<file path="config.mk">
export PLATFORM = sky130hd
export DESIGN_NAME = deadtime_gate_driver
export DESIGN_NICKNAME = d
export VERILOG_FILES = /design/src/rtl/hc_pkg.sv /design/src/rtl/period_meter.sv /design/src/rtl/deadtime_gate_driver.sv
export SDC_FILE = /design/constraint.sdc
export NUM_CORES = 1
export LEC_CHECK = 0
export ABC_AREA = 1
export ABC_CLOCK_PERIOD_IN_PS = 5400
export CAP_MARGIN = 20
export CORE_AREA = 3 3 109 80
export CTS_CLUSTER_SIZE = 30
export DETAILED_ROUTE_END_ITERATION = 10
export DIE_AREA = 0 0 112 83
export PLACE_DENSITY = 0.47
export SLEW_MARGIN = 20
export SYNTH_ARGS = -nofsm -noshare
export SYNTH_HDL_FRONTEND = slang
export SYNTH_SLANG_ARGS = --single-unit
</file>
<file path="constraint.sdc">
create_clock -name i_clock -period 5.4 [get_ports i_clock]
set_clock_uncertainty 0.2 [all_clocks]
set_input_delay 0.81 -clock i_clock [delete_from_list [all_inputs] [get_ports i_clock]]
set_output_delay 0.81 -clock i_clock [all_outputs]
set_load 0.05 [all_outputs]
</file>
<file path="src/rtl/hc_pkg.sv">
// Shared types and constants for the hybrid-controller gate-drive path.
package hc_pkg;

  typedef enum logic [2:0] {
    OFF    = 3'd0,
    DEAD_P = 3'd1,
    POS    = 3'd2,
    DEAD_N = 3'd3,
    NEG    = 3'd4,
    FAULT  = 3'd5
  } state_e;

  localparam logic [3:0] GATE_OFF = 4'b0000;
  localparam logic [3:0] GATE_POS = 4'b1001;
  localparam logic [3:0] GATE_NEG = 4'b0110;

  function automatic logic [3:0] gate_of(input state_e s);
    case (s)
      POS:     gate_of = GATE_POS;
      NEG:     gate_of = GATE_NEG;
      default: gate_of = GATE_OFF;
    endcase
  endfunction

endpackage

</file>
<file path="src/rtl/period_meter.sv">
// Measures cycles between successive starts; the first start after disarm only arms.
module period_meter #(
  parameter int unsigned PERIOD_W = 16
) (
  input  logic                i_clock,
  input  logic                i_RESET,
  input  logic                i_start,
  input  logic                i_disarm,
  output logic [PERIOD_W-1:0] o_period,
  output logic                o_valid
);

  logic [PERIOD_W-1:0] cnt_q, cnt_d;
  logic [PERIOD_W-1:0] period_q, period_d;
  logic                valid_q, valid_d;
  logic                armed_q, armed_d;

  always_comb begin
    cnt_d    = cnt_q;
    period_d = period_q;
    valid_d  = 1'b0;
    armed_d  = armed_q;
    if (i_start) begin
      cnt_d   = PERIOD_W'(1);
      armed_d = 1'b1;
      if (armed_q) begin
        period_d = cnt_q;
        valid_d  = 1'b1;
      end
    end else begin
      // Saturating count: a stalled switcher reads as all-ones, never a wrapped small value.
      if (cnt_q != '1) cnt_d = cnt_q + PERIOD_W'(1);
      if (i_disarm) armed_d = 1'b0;
    end
  end

  always_ff @(posedge i_clock or posedge i_RESET) begin
    if (i_RESET) begin
      cnt_q    <= '0;
      period_q <= '0;
      valid_q  <= 1'b0;
      armed_q  <= 1'b0;
    end else begin
      cnt_q    <= cnt_d;
      period_q <= period_d;
      valid_q  <= valid_d;
      armed_q  <= armed_d;
    end
  end

  assign o_period = period_q;
  assign o_valid  = valid_q;

endmodule

</file>
<file path="src/rtl/deadtime_gate_driver.sv">
// Full-bridge gate sequencer: sigma to four gate drives with dead time, enable and latched fault.
module deadtime_gate_driver
  import hc_pkg::*;
#(
  parameter int unsigned DEADTIME = 10,
  parameter int unsigned PERIOD_W = 16
) (
  input  logic                i_clock,
  input  logic                i_RESET,
  input  logic                i_sigma,
  input  logic                i_enable,
  input  logic                i_fault,
  input  logic                i_clear,
  output logic [3:0]          o_MOSFET,
  output logic [2:0]          o_state,
  output logic                o_fault,
  output logic [PERIOD_W-1:0] o_period,
  output logic                o_period_valid
);

  localparam int unsigned CNT_W = (DEADTIME > 1) ? $clog2(DEADTIME) : 1;
  localparam logic [CNT_W-1:0] CNT_LOAD = CNT_W'(DEADTIME - 1);

  state_e           state_q, state_d;
  logic [CNT_W-1:0] cnt_q, cnt_d;
  logic [3:0]       gate_q;
  logic             fault_q;
  logic             meter_start, meter_disarm;

  always_comb begin
    state_d = state_q;
    cnt_d   = cnt_q;
    if (i_fault) begin
      state_d = FAULT;
    end else begin
      case (state_q)
        FAULT: if (i_clear) state_d = OFF;
        OFF: begin
          if (i_enable) begin
            state_d = i_sigma ? DEAD_P : DEAD_N;
            cnt_d   = CNT_LOAD;
          end
        end
        POS, NEG, DEAD_P, DEAD_N: begin
          if (!i_enable) begin
            state_d = OFF;
          end else if (state_q == POS) begin
            if (!i_sigma) begin
              state_d = DEAD_N;
              cnt_d   = CNT_LOAD;
            end
          end else if (state_q == NEG) begin
            if (i_sigma) begin
              state_d = DEAD_P;
              cnt_d   = CNT_LOAD;
            end
          end else if (cnt_q != '0) begin
            cnt_d = cnt_q - CNT_W'(1);
          end else if (i_sigma == (state_q == DEAD_P)) begin
            state_d = (state_q == DEAD_P) ? POS : NEG;
          end else begin
            // Direction reversed during the dead time: restart it toward the other leg.
            state_d = (state_q == DEAD_P) ? DEAD_N : DEAD_P;
            cnt_d   = CNT_LOAD;
          end
        end
        default: state_d = OFF;
      endcase
    end
  end

  assign meter_start  = (state_d == POS) && (state_q != POS);
  assign meter_disarm = (state_d == OFF) || (state_d == FAULT);

  always_ff @(posedge i_clock or posedge i_RESET) begin
    if (i_RESET) begin
      state_q <= OFF;
      cnt_q   <= '0;
      gate_q  <= GATE_OFF;
      fault_q <= 1'b0;
    end else begin
      state_q <= state_d;
      cnt_q   <= cnt_d;
      gate_q  <= gate_of(state_d);
      fault_q <= (state_d == FAULT);
    end
  end

  period_meter #(
    .PERIOD_W (PERIOD_W)
  ) u_meter (
    .i_clock  (i_clock),
    .i_RESET  (i_RESET),
    .i_start  (meter_start),
    .i_disarm (meter_disarm),
    .o_period (o_period),
    .o_valid  (o_period_valid)
  );

  assign o_MOSFET = gate_q;
  assign o_state  = state_q;
  assign o_fault  = fault_q;

endmodule

</file>
# Word-level counts from Yosys, hierarchy flattened
# Index checks and enable logic that the tools add are counted.
# totals
register_bits	46
latchBits	0
ramBits	0
romBits	0
out_inout_bits	25
word_cells	68
n_memories	0
# op_classes
addsub	2
multipliers	0
div	0
magnitude_cmp	0
eq_ne	16
n_shift	0
mux	30
n_bitwise	1
n_reduce_logical	11
# ops
op	n
$mux W3	11
$mux W16	2
$mux W4	8
$add A16 B1 Y16 const B	1
$ne A16 B16 Y1 const B	1
$pmux W4 S2	2
$eq A3 B3 Y1 const B	4
$eq A3 B2 Y1 const B	3
$pmux W3 S3	1
$reduce_and A7 Y1	1
$logic_not A3 Y1	2
$reduce_bool A2 Y1	3
$ne A5 B5 Y1 const B	1
$mux W1	4
$mux W2	2
$ne A2 B2 Y1 const B	2
$ne A4 B4 Y1 const B	1
$reduce_bool A4 Y1	1
$reduce_or A4 Y1	1
$sub A4 B1 Y4 const B	1
$eq A3 B1 Y1 const B	1
$ne A3 B2 Y1 const B	1
$ne A3 B3 Y1 const B	1
$reduce_and A2 Y1	1
4 further kinds	4

# Longest topological paths before layout
# Gate-level depths: netlist of run 1.
# logic_depth
ltp_word	13
ltp_mapped	16
depth_no_buf	15

# By module
# Synthesis of run 1 repeated with hierarchy kept, for this count alone.
# unflattened
hier_cells	305
area_unflattened_um2	2338.5
# by_module_without_submodules
mod	n_inst	cells_per_inst	area_per_inst_um2	seq_area_each_um2
period_meter	1	205	1630.3	850.8
deadtime_gate_driver	1	100	708.2	250.2

# Worst setup path before layout of run 1
# OpenSTA, ideal clock, no wires.
# synth_timing
kind	reg2reg
from	register state_q[2], in the netlist o_state[2]
to	register u_meter.period_q[0], in the netlist u_meter.o_period[0]
t_arrival_ns	2.177
required_time_ns	5.081
setup_slack_ns	2.904
stages_incl_launch_ff	15
period_less_slack_ns	2.496
path_cell_list	dfrtp_1 > inv_2 > nand3_1 > ha_1 > inv_1 > nand3_1 > nand3_1 > nand2_1 > nand2_1 > nand2_2 > a21oi_2 > nand4_2 > buf_2 > nand2_1 > nand2_1
# synth_between
elab_chain_cells	12
elab_cells_between_ends	25
classes_between	eq/ne (8); mux (13); reduce/logical (4)
# synth_rtl
element	line_no	rtl
from (decl)	deadtime_gate_driver.sv:24	state_e state_q, state_d;
from (signal assigned)	deadtime_gate_driver.sv:82	state_q <= state_d;
$eq A3 B1 Y1	n/a	
$eq A1 B1 Y1 (tied with other cells)	deadtime_gate_driver.sv:59	end else if (i_sigma == (state_q == DEAD_P)) begin
$mux W3	deadtime_gate_driver.sv:59	
$mux W3	deadtime_gate_driver.sv:57	end else if (cnt_q != '0) begin
$mux W3	deadtime_gate_driver.sv:52	end else if (state_q == NEG) begin
$mux W3	deadtime_gate_driver.sv:47	end else if (state_q == POS) begin
$mux W3	deadtime_gate_driver.sv:45	if (!i_enable) begin
$pmux W3 S3	deadtime_gate_driver.sv:36	case (state_q)
$mux W3	deadtime_gate_driver.sv:33	if (i_fault) begin
$eq A3 B2 Y1	deadtime_gate_driver.sv:72	assign meter_start = (state_d == POS) && (state_q != POS);
$logic_and A1 B1 Y1 (*)	deadtime_gate_driver.sv:72	
$reduce_and A2 Y1 (no line) (*)	n/a	
to (signal assigned)	period_meter.sv:45	period_q <= period_d;
to (decl)	period_meter.sv:14	logic [PERIOD_W-1:0] period_q, period_d;
# Every way passes the cells marked *; elsewhere a longest branch is shown, timed or not.
# A chain may end at the register's enable or synchronous reset.

# Final worst setup path of run 1
# layout_timing
from	input i_sigma
to	register u_meter.cnt_q[14]
# layout_between
elab_chain_cells	11
elab_cells_between_ends	16
classes_between	eq/ne (2); mux (12); reduce/logical (2)
# layout_rtl
element	line_no	rtl
from (decl)	deadtime_gate_driver.sv:10	input logic i_sigma,
$eq A1 B1 Y1	deadtime_gate_driver.sv:59	
$mux W3	deadtime_gate_driver.sv:59	
$mux W3	deadtime_gate_driver.sv:57	
$mux W3	deadtime_gate_driver.sv:52	
$mux W3	deadtime_gate_driver.sv:47	
$mux W3	deadtime_gate_driver.sv:45	
$pmux W3 S3 (*)	deadtime_gate_driver.sv:36	
$mux W3 (*)	deadtime_gate_driver.sv:33	
$eq A3 B2 Y1 (*)	deadtime_gate_driver.sv:72	
$logic_and A1 B1 Y1 (*)	deadtime_gate_driver.sv:72	
$mux W16 or $reduce_bool A2 Y1 (tied branches)	n/a	
to (signal assigned)	period_meter.sv:44	cnt_q <= cnt_d;
to (decl)	period_meter.sv:13	logic [PERIOD_W-1:0] cnt_q, cnt_d;
# Marked as above.

==> results of run 1 <==
Yosys cell counts (all sizes together):
library cell / n / area, um^2
o41ai: 1 / 8.76
or2: 2 / 12.5
nor2: 34 / 135
nand3: 23 / 125
o21ai: 8 / 40.0
o31ai: 1 / 7.51
a41oi: 1 / 8.76
o21a: 1 / 7.51
o2111ai: 1 / 8.76
clkbuf: 3 / 11.3
xor2: 8 / 70.1
nor4: 1 / 12.5
buf: 8 / 60.1
xnor2: 1 / 8.76
dfrtp: 44 / 1100
nor3: 3 / 15.0
inv: 33 / 124
nand2: 83 / 317
a22oi: 2 / 15.0
a21oi: 2 / 13.8
nand4: 25 / 163
ha: 3 / 37.5
critical path, stage by stage:
cell             delay [ps]
clkdlybuf4s50_1         530
inv_1                    60
ha_1                    290
inv_1                    50
nand3_1                  90
nand3_1                 100
nand2_1                  50
nand2_1                  70
nand2_2                  60
nand2_2                  60
nand2_1                  60
nor2_2                  550
nand2_1                 270
inv_2                   260
nor2_1                   80
stage by stage:
step	cell area [um^2]	setup WS [ps]	hold slack (ps)	instances
4_1_cts	2760	1960	283	417
6_report	2760	1980	274	417
3_5_place_dp	2670	1640	260	409
2_1_floorplan	2300	2900	292	288
5_1_grt	2760	1670	307	417
3_3_place_gp	2670	1770	255	409
final timing paths:
| check | start | to | slack (ps) | cells after the start |
|---|---|---|---|---|
| max | i_sigma | u_meter.cnt_q[14] | 1980 | 15 |
| min | u_meter.o_period[4] | u_meter.o_period[4] | 270 | 2 |
| max reg2reg | o_state[2] | u_meter.cnt_q[14] | 2260 | 13 |
| min reg2reg | u_meter.o_period[4] | u_meter.o_period[4] | 270 | 2 |
| max in group asynchronous | i_RESET | o_state[1] | 3850 | 3 |
| min in group asynchronous | i_RESET | u_meter.o_period[0] | 750 | 3 |
per-layer routing:
layer,GRT usage [%],up-vias,routed length [um]
met3,2.77,5,262
met2,15.3,43,1930
met5,0,-,0
met4,2.95,0,51
li1,-,994,-
met1,19.9,916,3070
power by group:
part / switching, mW / total [mW] / internal [mW]
Combinational: 0.187 / 0.294 / 0.107
Clock: 0.112 / 0.214 / 0.102
Sequential: 0.0712 / 0.457 / 0.386
sequential cells by signal, summed over array words and instances (netlist names):
register          cells
u_meter.cnt_q        16
o_MOSFET              2
o_state               3
cnt_q                 4
u_meter.o_period     16
u_meter.armed_q       1
o_fault               1
u_meter.o_valid       1
cells by family after synthesis:
kind of cell	Yosys count
AOI/OAI and AO/OA	17
xor gates and xnor gates	9
adders and majority gates	3
buffers and inverters	44
DFF	44
and+or+nand+nor	171
area by class of cell:
cell class                 instances  share of cell area [%]
tap                              101                    4.58
timing repair buffer              31                    11.2
clock buffer                       6                    2.99
multi-input combinational        200                    36.5
sequential                        44                    39.9
clock inverter                     2                   0.363
inverter                          33                    4.49
==> impl_metrics.py, run 1 <==
metrics = {
    "status": {
        "status": "complete, no violations",
    },
    "timing": {
        "slew_viol_final": 0,
        "max_freq_mhz": 293,
        "period_needed_ps": 3420,
        "setup_viol": 0,
        "tightestPinTransition_ps": 713,
        "rsz0062_at_grt": "false",
        "setup_tns_ps": 0,
        "finalCritPeriodShare_pct": 63.3,
        "relSlewSlack_pct": 52.4,
        "hold_viol_final": 0,
    },
    "power_and_ir_drop": {
        "powerDensity_nw_per_um2": 350,
        "p_leak_nw": 1.35,
        "power.total_mw": 0.965,
        "vdd_ir_drop_max_uv": 129,
    },
    "floorplan": {
        "fp.dieW_um": 112,
        "core_area_um2": 7740,
        "dieHeight_um": 83,
        "row_count": 27,
        "dieArea_um2": 9300,
        "start_util_pct": 29.8,
        "pin_count": 31,
    },
    "clocking": {
        "cts_tree": "built",
        "htreeDepth": 2,
        "clkSinkCount": 44,
        "clk_path_buf_depth": 2,
        "ctsHoldBuffers": 0,
        "numCtsBuffers": 5,
        "cts_resized": 0,
        "cts_root_buffer": "clkbuf_8",
        "clk_latency_ps": 300,
        "clk_pin_slew_ps": 80,
        "post-cts-setup-buffer-count": 0,
    },
    "yosys": {
        "synthCells": 288,
        "synthMuxAreaShare_pct": 0,
        "synth-compound-area-share_pct": 4.78,
        "synth_fa_ha_area_share_pct": 1.63,
        "ys_types": 30,
        "synth_area_per_cell_um2": 7.99,
        "ys.warnings.count": 0,
        "synth_simple_gate_area_share_pct": 33.9,
        "syn-num-nets": 297,
        "yosysSeqAreaShare_pct": 47.8,
        "synth_area_um2": 2300,
        "synth_top_family_by_area": "simple AND/OR/NAND/NOR gates",
        "synth-xor-area-share_pct": 3.42,
        "synth.ff_latch_count": 44,
    },
    "route": {
        "via_per_inst": 4.70,
        "dr.pass1.iters": 4,
        "drc": 0,
        "vias": 1958,
        "ant_nets": 0,
        "totalWireLength_mm": 5.32,
        "drtIter0Drc": 125,
        "wl_per_cell_um": 12.7,
    },
    "cells_and_area": {
        "antennaDiodeCount": 0,
        "nets": 324,
        "utilization_pct": 35.6,
        "area_growth_pct": 19.8,
        "layout.filler_cells": 804,
        "drive_gt1_share_pct": 8.54,
        "multiInputGateArea_um2": 1010,
        "final_cell_mix": "nand2_1, dfrtp_1, nor2_1",
        "final_common_cell": "nand2_1",
        "seqCellArea_um2": 1100,
    },
    "worst_setup_path": {
        "cp.required_ps": 5380,
        "crit_type": "in2reg",
        "worstPathArrival_ps": 3400,
        "crit_path_max_fanout": 20,
        "cp-end-kind": "flop",
        "worstSetupStartpointType": "primary input",
    },
    "placement": {
        "io_buffers": 30,
        "place_hpwl_mm": 3.83,
        "routabilityCongestion": 0.921,
    },
    "global_routing": {
        "grt_usage_pct": 12.0,
        "grt_max_degree": 45,
        "grt-ovfl-total": 0,
        "grt_pass1_wl_mm": 9.25,
        "first_global_vias": 1825,
        "antenna_found_initial": 0,
    },
    "worst_hold_path": {
        "hold_path_class": "reg2reg",
    },
    "run": {
        "maxCapViolCount": 0,
    },
}
Note: power is estimated with default switching activity, not from simulation.
==> inputs of run 2 (changes only) <==
--- a/config.mk
+++ b/config.mk
@@ -6,13 +6,13 @@
 export NUM_CORES = 1
 export LEC_CHECK = 0
 export ABC_AREA = 1
-export ABC_CLOCK_PERIOD_IN_PS = 5400
+export ABC_CLOCK_PERIOD_IN_PS = 2850
 export CAP_MARGIN = 20
 export CORE_AREA = 3 3 109 80
 export CTS_CLUSTER_SIZE = 30
 export DETAILED_ROUTE_END_ITERATION = 10
 export DIE_AREA = 0 0 112 83
-export PLACE_DENSITY = 0.47
+export PLACE_DENSITY = 0.49
 export SLEW_MARGIN = 20
 export SYNTH_ARGS = -nofsm -noshare
 export SYNTH_HDL_FRONTEND = slang
==> constraint.sdc (replaced) <==
create_clock -name i_clock -period 2.85 [get_ports i_clock]
set_clock_uncertainty 0.2 [all_clocks]
set_input_delay 0.4275 -clock i_clock [delete_from_list [all_inputs] [get_ports i_clock]]
set_output_delay 0.4275 -clock i_clock [all_outputs]
set_load 0.05 [all_outputs]
==> run 2 against run 1 <==
  * Wire length up 2.7%
  * Sequential share of layout area decreased by 0.61 points
  * Hold slack worse by 6.9 ps
  * Non-clock buffer count up 4
  * Final cell count increased by 0.96%
  * Clock power is 87% higher
  * Critical path type is now reg2reg
==> impl_metrics.py, run 2 (synthesis gave the netlist of run 1 again) <==
metrics = {
    "route": {
        "ant_nets": 0,
        "via_per_inst": 4.58,
        "drc": 0,
        "wl_per_cell_um": 13.0,
        "vias": 1929,
        "totalWireLength_mm": 5.46,
        "dr.pass1.iters": 4,
        "drtIter0Drc": 136,
    },
    "timing": {
        "slew_viol_final": 0,
        "hold_viol_final": 0,
        "finalCritPeriodShare_pct": 86.2,
        "tightestPinTransition_ps": 690,
        "setup_tns_ps": 0,
        "hold_ws_ps": 267,
        "setup_viol": 0,
        "relSlewSlack_pct": 53.7,
        "rsz0062_at_grt": "false",
        "max_freq_mhz": 407,
        "period_needed_ps": 2460,
    },
    "clocking": {
        "cts_tree": "built",
        "cts_resized": 0,
        "numCtsBuffers": 5,
        "clkSinkCount": 44,
        "post-cts-setup-buffer-count": 0,
        "cts_root_buffer": "clkbuf_8",
        "clk_path_buf_depth": 2,
        "htreeDepth": 2,
        "clk_pin_slew_ps": 90,
        "ctsHoldBuffers": 0,
        "clk_latency_ps": 290,
    },
    "global_routing": {
        "grt_pass1_wl_mm": 9.51,
        "first_global_vias": 1876,
        "grt-ovfl-total": 0,
        "grt_max_degree": 28,
        "antenna_found_initial": 0,
        "grt_usage_pct": 12.3,
    },
    "worst_setup_path": {
        "crit_type": "reg2reg",
        "cp.required_ps": 2830,
        "crit_path_max_incr_delay_ps": 460,
        "worstSetupStartpointType": "flop",
        "crit_slowest_cell": "dfrtp_1",
        "crit_buf_inv": 1,
        "cp_cell_sequence": "ha_1 > nand2_1 > nor2_2 > nand3_1 > nor2_1 > nand2_1 > inv_1 > nor2_1 > nand2_1 > xor2_1 > nor2_1",
        "worstPathArrival_ps": 2440,
        "cp-end-kind": "flop",
        "crit_path_max_fanout": 11,
        "critPathTopFamily": "simple AND/OR/NAND/NOR gates",
    },
    "cells_and_area": {
        "final_cell_mix": "nand2_1, dfrtp_1, nor2_1",
        "drive_gt1_share_pct": 9.69,
        "area_growth_pct": 21.6,
        "layout.filler_cells": 795,
        "final_common_cell": "nand2_1",
        "antennaDiodeCount": 0,
        "nets": 328,
    },
    "power_and_ir_drop": {
        "vdd_ir_drop_max_uv": 194,
        "powerDensity_nw_per_um2": 655,
        "power.total_mw": 1.83,
        "p_leak_nw": 1.37,
    },
    "floorplan": {
        "row_count": 27,
        "start_util_pct": 29.8,
        "dieHeight_um": 83,
        "dieArea_um2": 9300,
        "core_area_um2": 7740,
        "pin_count": 31,
        "fp.dieW_um": 112,
    },
    "run": {
        "maxCapViolCount": 0,
    },
    "placement": {
        "place_hpwl_mm": 4.05,
        "routabilityCongestion": 0.906,
        "io_buffers": 30,
    },
    "status": {
        "status": "complete, no violations",
    },
    "worst_hold_path": {
        "hold_path_class": "in2async",
    },
}
==> run 2: cell type report <==
type,instances,area [um^2],area share (%)
inverter,33,124,4.42
tap,101,126,4.51
timing repair buffer,35,350,12.5
clock buffer,6,82.6,2.95
multi-input combinational,200,1010,35.9
clock inverter,2,10.0,0.357
sequential,44,1100,39.3
==> run 2: path summary, 6_finish.rpt <==
kind / from / to / slack [ps] / depth (start not counted)
worst max-delay path: u_meter.cnt_q[0] / u_meter.cnt_q[14] / 390 / 11
worst min-delay path: i_RESET / u_meter.o_period[9] / 270 / 2
worst max register to register: u_meter.cnt_q[0] / u_meter.cnt_q[14] / 390 / 11
worst min register to register: u_meter.o_period[7] / u_meter.o_period[7] / 270 / 2
max in group asynchronous: i_RESET / u_meter.cnt_q[5] / 1660 / 3
min in group i_clock: u_meter.o_period[7] / u_meter.o_period[7] / 270 / 2
==> run 2: report_power, final <==
group | total, mW | switching [mW] | internal, mW | leakage, nW
logic | 0.561 | 0.355 | 0.207 | 0.738
clock network | 0.401 | 0.208 | 0.194 | 0.0510
registers | 0.870 | 0.139 | 0.731 | 0.581
==> run 2: worst reg2reg max path, stage by stage, from the launching register on <==
cell,delay (ps)
dfrtp_1,460
ha_1,240
nand2_1,80
nor2_2,200
nand3_1,160
nor2_1,180
nand2_1,270
inv_1,210
nor2_1,70
nand2_1,70
xor2_1,150
nor2_1,50
==> run 2: metal layers <==
layer,GRT usage [%],wire length [um]
met1,20.7,3250
met5,0,0
met2,15.8,2010
met4,2.62,20
met3,2.18,174
==> run 2: per-stage QoR <==
stage               setup WS, ps  util, %  cells  instance area [um^2]
floorplan                    354        -    288                  2300
detailed placement           116     35.0    413                  2710
finish                       393     36.2    421                  2800
global placement             189     35.0    413                  2710
global route                 122     36.2    421                  2800
CTS                          366     36.2    421                  2800
